`config.mk`:
```
export PLATFORM = sky130hd
export DESIGN_NAME = i2s_adc_rx
export DESIGN_NICKNAME = d
export VERILOG_FILES = /design/src/rtl/i2s_adc_rx.sv
export SDC_FILE = /design/constraint.sdc
export NUM_CORES = 1
export LEC_CHECK = 0
export CORE_ASPECT_RATIO = 2
export CORE_MARGIN = 2
export CORE_UTILIZATION = 40
export CTS_BUF_LIST = sky130_fd_sc_hd__clkbuf_16
export DETAILED_ROUTE_END_ITERATION = 8
export GPL_TIMING_DRIVEN = 0
export SKIP_CTS_REPAIR_TIMING = 1
export SYNTH_ARGS = -nofsm -noshare
export SYNTH_HDL_FRONTEND = slang
export SYNTH_SLANG_ARGS = --single-unit
```
`constraint.sdc`:
```
create_clock -name clk -period 1.55 [get_ports clk]
set_input_delay 0.3875 -clock clk [delete_from_list [all_inputs] [get_ports clk]]
set_output_delay 0.3875 -clock clk [all_outputs]
set_load 0.02 [all_outputs]
```
`src/rtl/i2s_adc_rx.sv`:
```
// I2S master receiver: generates sclk/lrclk, deserializes sdi into PCM words, single-entry stream buffer.
// Define I2S_ADC_RX_LJ_EN for left-justified capture (k=0..DW-1); default is standard I2S (k=1..DW).
module i2s_adc_rx #(
  parameter int DW        = 24,
  parameter int SLOT_BITS = 32,
  parameter int SCLK_DIV  = 4
) (
  input  logic          clk,
  input  logic          reset,
  output logic          sclk,
  output logic          lrclk,
  input  logic          sdi,
  output logic          dout_valid,
  input  logic          dout_ready,
  output logic [DW-1:0] dout_data,
  output logic          dout_chan,
  output logic          overflow
);

  localparam int DIV_W = (SCLK_DIV > 2) ? $clog2(SCLK_DIV) : 1;
  localparam int FRAME = 2 * SLOT_BITS;
  localparam int BIT_W = $clog2(FRAME);
  localparam int HALF  = SCLK_DIV / 2;
`ifdef I2S_ADC_RX_LJ_EN
  localparam int FIRST_K = 0;
`else
  localparam int FIRST_K = 1;
`endif
  localparam int LAST_K = FIRST_K + DW - 1;

  typedef enum logic {
    ST_EMPTY = 1'b0,
    ST_FULL  = 1'b1
  } state_t;

  logic [DIV_W-1:0] r_div_cnt;
  logic [DIV_W-1:0] w_div_next;
  logic             w_sclk_rise;
  logic             w_sclk_fall;
  logic [BIT_W-1:0] r_bit_cnt;
  logic [BIT_W-1:0] w_bit_next;
  logic             w_in_right;
  logic [BIT_W-1:0] w_slot_k;
  logic             w_capture;
  logic             w_last;
  logic             r_sclk;
  logic             r_lrclk;
  logic [DW-1:0]    r_shift;
  logic             r_done;
  logic             r_done_chan;
  state_t           r_state;
  state_t           w_state_next;
  logic             w_load;
  logic             w_ovf;
  logic [DW-1:0]    r_data;
  logic             r_chan;
  logic             r_ovf;

  // sclk rises when div_cnt becomes HALF and falls when it wraps to 0.
  assign w_sclk_rise = (r_div_cnt == DIV_W'(HALF - 1));
  assign w_sclk_fall = (r_div_cnt == DIV_W'(SCLK_DIV - 1));
  assign w_div_next  = w_sclk_fall ? '0 : r_div_cnt + 1'b1;

  always_comb begin
    w_bit_next = r_bit_cnt;
    if (w_sclk_fall) begin
      if (r_bit_cnt == BIT_W'(FRAME - 1)) begin
        w_bit_next = '0;
      end else begin
        w_bit_next = r_bit_cnt + 1'b1;
      end
    end
  end

  assign w_in_right = (r_bit_cnt >= BIT_W'(SLOT_BITS));
  assign w_slot_k   = w_in_right ? (r_bit_cnt - BIT_W'(SLOT_BITS)) : r_bit_cnt;
  // Wrapping subtraction makes k < FIRST_K land far above DW, so one compare covers both bounds.
  assign w_capture  = w_sclk_rise && ((w_slot_k - BIT_W'(FIRST_K)) < BIT_W'(DW));
  assign w_last     = w_sclk_rise && (w_slot_k == BIT_W'(LAST_K));

  always_ff @(posedge clk) begin
    if (reset) begin
      r_div_cnt   <= '0;
      r_bit_cnt   <= '0;
      r_sclk      <= 1'b0;
      r_lrclk     <= 1'b0;
      r_shift     <= '0;
      r_done      <= 1'b0;
      r_done_chan <= 1'b0;
    end else begin
      r_div_cnt   <= w_div_next;
      r_bit_cnt   <= w_bit_next;
      r_sclk      <= (w_div_next >= DIV_W'(HALF));
      r_lrclk     <= (w_bit_next >= BIT_W'(SLOT_BITS));
      r_done      <= w_last;
      if (w_capture) begin
        r_shift <= {r_shift[DW-2:0], sdi};
      end
      if (w_last) begin
        r_done_chan <= w_in_right;
      end
    end
  end

  // Buffer control: a completed word is never allowed to stall the serial side.
  always_comb begin
    w_state_next = r_state;
    w_load       = 1'b0;
    w_ovf        = 1'b0;
    case (r_state)
      ST_EMPTY: begin
        if (r_done) begin
          w_load       = 1'b1;
          w_state_next = ST_FULL;
        end
      end
      ST_FULL: begin
        if (r_done && dout_ready) begin
          w_load = 1'b1;
        end else if (r_done) begin
          w_ovf = 1'b1;
        end else if (dout_ready) begin
          w_state_next = ST_EMPTY;
        end
      end
      default: begin
        w_state_next = ST_EMPTY;
      end
    endcase
  end

  always_ff @(posedge clk) begin
    if (reset) begin
      r_state <= ST_EMPTY;
      r_data  <= '0;
      r_chan  <= 1'b0;
      r_ovf   <= 1'b0;
    end else begin
      r_state <= w_state_next;
      r_ovf   <= w_ovf;
      if (w_load) begin
        r_data <= r_shift;
        r_chan <= r_done_chan;
      end
    end
  end

  assign sclk       = r_sclk;
  assign lrclk      = r_lrclk;
  assign dout_valid = (r_state == ST_FULL);
  assign dout_data  = r_data;
  assign dout_chan  = r_chan;
  assign overflow   = r_ovf;

endmodule
```
==> metrics <==
ys async rst share 0; DRT iter0 DRCs 72; WL/cell 14.8 microns; DRC viols 0; Initial Util 0.413; VDD IR-drop max 0.729 mV; slowest stage delay, CP 0.38 ns; worst path required time approximately 1.8 ns; worst skew pair latency 0.32 ns; layout cell share with drive strength beyond 1 0.152; status finished, final reports clean; CP Cell Sequence o311a_4 -> a211oi_4 -> buf_6 -> buf_12 -> mux2i_2; fin crit share 0.970; f_max 665 MHz; post-DR vias/cell 5.22; row count 40; fin worst setup slack 0.0463 ns; total grt overflow 0; die area 6830 sq um; crit end category flip-flop; count of non-filler cells in the finished layout 372; CTS max path bufs 2; CTS tree done; Inst Count DP 350; Die W ~59 microns; CTS Sinks 62; vias in the first global route ~2.0k; syn_nets 265; number of flops mapped to enable cells by yosys 0; total track usage 0.179; clock slew at reported path FFs 0.05 ns; number of synthesized register bits just over 60; initial antenna violation count 0; Area after DPL between 2000 and 3000 sq um; Die Span Y 115 microns; Rel. slew slack 0.678; crit path time final 1.50 ns; P per Cell Area between 1000 and 1500 nW/um^2; Avg Cell Area, Syn 9.61 sq um; fin area 3310 sq um; Root Driver clkbuf_16; # port buffers 31; most frequent cells in the layout dfxtp_1, a21oi_1, dlymetal6s2s_1; Num CTS Buffers 9; max-slew violation count 0; RSZ-0062 raised after global routing yes; endpoints failing setup 0; HPWL after DPL 3740 microns; final clock skew 0.00417 ns; Synth Cell Area 2460 sq um; pin slew with the least headroom to its limit 0.483 ns; Crit path arrival time between 1.5 and 2 ns; Synth Instances 256; pre-CTS setup slack -0.538 ns; Max Cap Violations 0; leading cell type in the layout, fill and taps excluded dfxtp_1; slowest cell on the critical path o311a_4; nets@finish around 310; Antenna diodes 0; sequential element share of the synthesized area 0.504; delay-heaviest family, CP compound AO/OA/AOI/OAI gates; Total Wirelength 5520 microns; synth warn 0; WP buf/inv 2; H-tree levels 3; Routed Antenna Nets 0; Final Hold Vio Count 0; Startpoint Class flip-flop; largest net degree at the start of global routing 11; total negative slack 0 ns; Setup Crit Path Kind reg -> reg; Placer Congestion 0.783; Hold Crit Class reg -> reg; Pre-antenna DRT Iters 4; post-synthesis cell type count 28; DR vias about 1.9k; prevailing post-synth register cell dfxtp_1; # IOs 33; core area 5960 sq um; Area growth syn-to-layout 34.4%; highest net fanout along the worst path 10; first-pass GRT wire length 9230 microns; Leakage 1.62 nW
==> Yosys cell counts, types with 3 or more instances <==
master    count  area [sq um]
a21oi_1      30           150
nor3_1        4          20.0
nand3_1      26           130
mux2i_1      24           240
nand2_1       4          15.0
o21ai_0      25           125
clkbuf_1     15          56.3
o211ai_1      3          22.5
dfxtp_1      62          1240
nor2_1        4          15.0
nand2b_1     28           175
ha_1          5          62.6
inv_1         6          22.5
==> cell type report <==
type | count | area (sq um)
Timing Repair Buffer | 40 | 454
Fill cell | 533 | 2650
Tap cell | 63 | 78.8
Multi-Input combinational cell | 168 | 1130
Clock buffer | 9 | 225
Clock inverter | 6 | 23.8
Inverter | 6 | 22.5
Buffer | 18 | 115
Sequential cell | 62 | 1250
==> sequential cells by signal (all words and copies together), names as in the netlist <==
register and count:
r_done_chan 1, r_bit_cnt 6, lrclk 1, dout_valid 1
overflow 1, dout_data 24, dout_chan 1, r_done 1
r_div_cnt 2, r_shift 24
==> worst register-to-register path, stage by stage (launching register included) <==
cell,delay (ns)
dfxtp_4,0.36
o311a_4,0.38
a211oi_4,0.16
buf_6,0.16
buf_12,0.15
mux2i_2,0.21
==> per-layer routing <==
layer / global-route usage / routed length (microns)
met1: 0.195 / 2240
met2: 0.306 / 3000
met3: 0.0450 / 167
met4: 0.0939 / 110
met5: 0 / 0
==> power by group <==
| group | internal (mW) | switching [mW] | leakage [nW] |
|---|---|---|---|
| sequential | 1.61 | 0.0162 | 0.504 |
| combinational | 0.0697 | 0.0759 | 0.981 |
| clock | 1.04 | 0.652 | 0.134 |
==> through the flow <==
stage	util	total power, mW	hold slack, ns
final	0.555	3.46	0.451
after global routing	0.555	3.58	0.468
after CTS	0.520	3.48	0.464
after detailed placement	0.479	1.78	0.456
after global placement	0.479	1.78	0.441
after floorplan	-	1.74	0.429
==> worst paths after layout <==
path                                     end  cells past startpoint         start  slack [ns]
worst max-delay path             r_shift[11]                      5  r_bit_cnt[0]        0.05
worst min-delay path            r_div_cnt[0]                      1  r_div_cnt[0]        0.45
worst max register to register   r_shift[11]                      5  r_bit_cnt[0]        0.05
worst min register to register  r_div_cnt[0]                      1  r_div_cnt[0]        0.45
==> cell families after synthesis <==
logic type                 after synthesis  synth area share
AOI/OAI and AO/OA                       63             0.146
muxes                                   24            0.0976
buffers and inverters                   26            0.0519
adders and majority gates                5            0.0254
xor gates and xnor gates                 3            0.0107
DFF                                     62             0.504
and+or+nand+nor                         73             0.164
No activity file was read; power rests on OpenSTA's default activity.
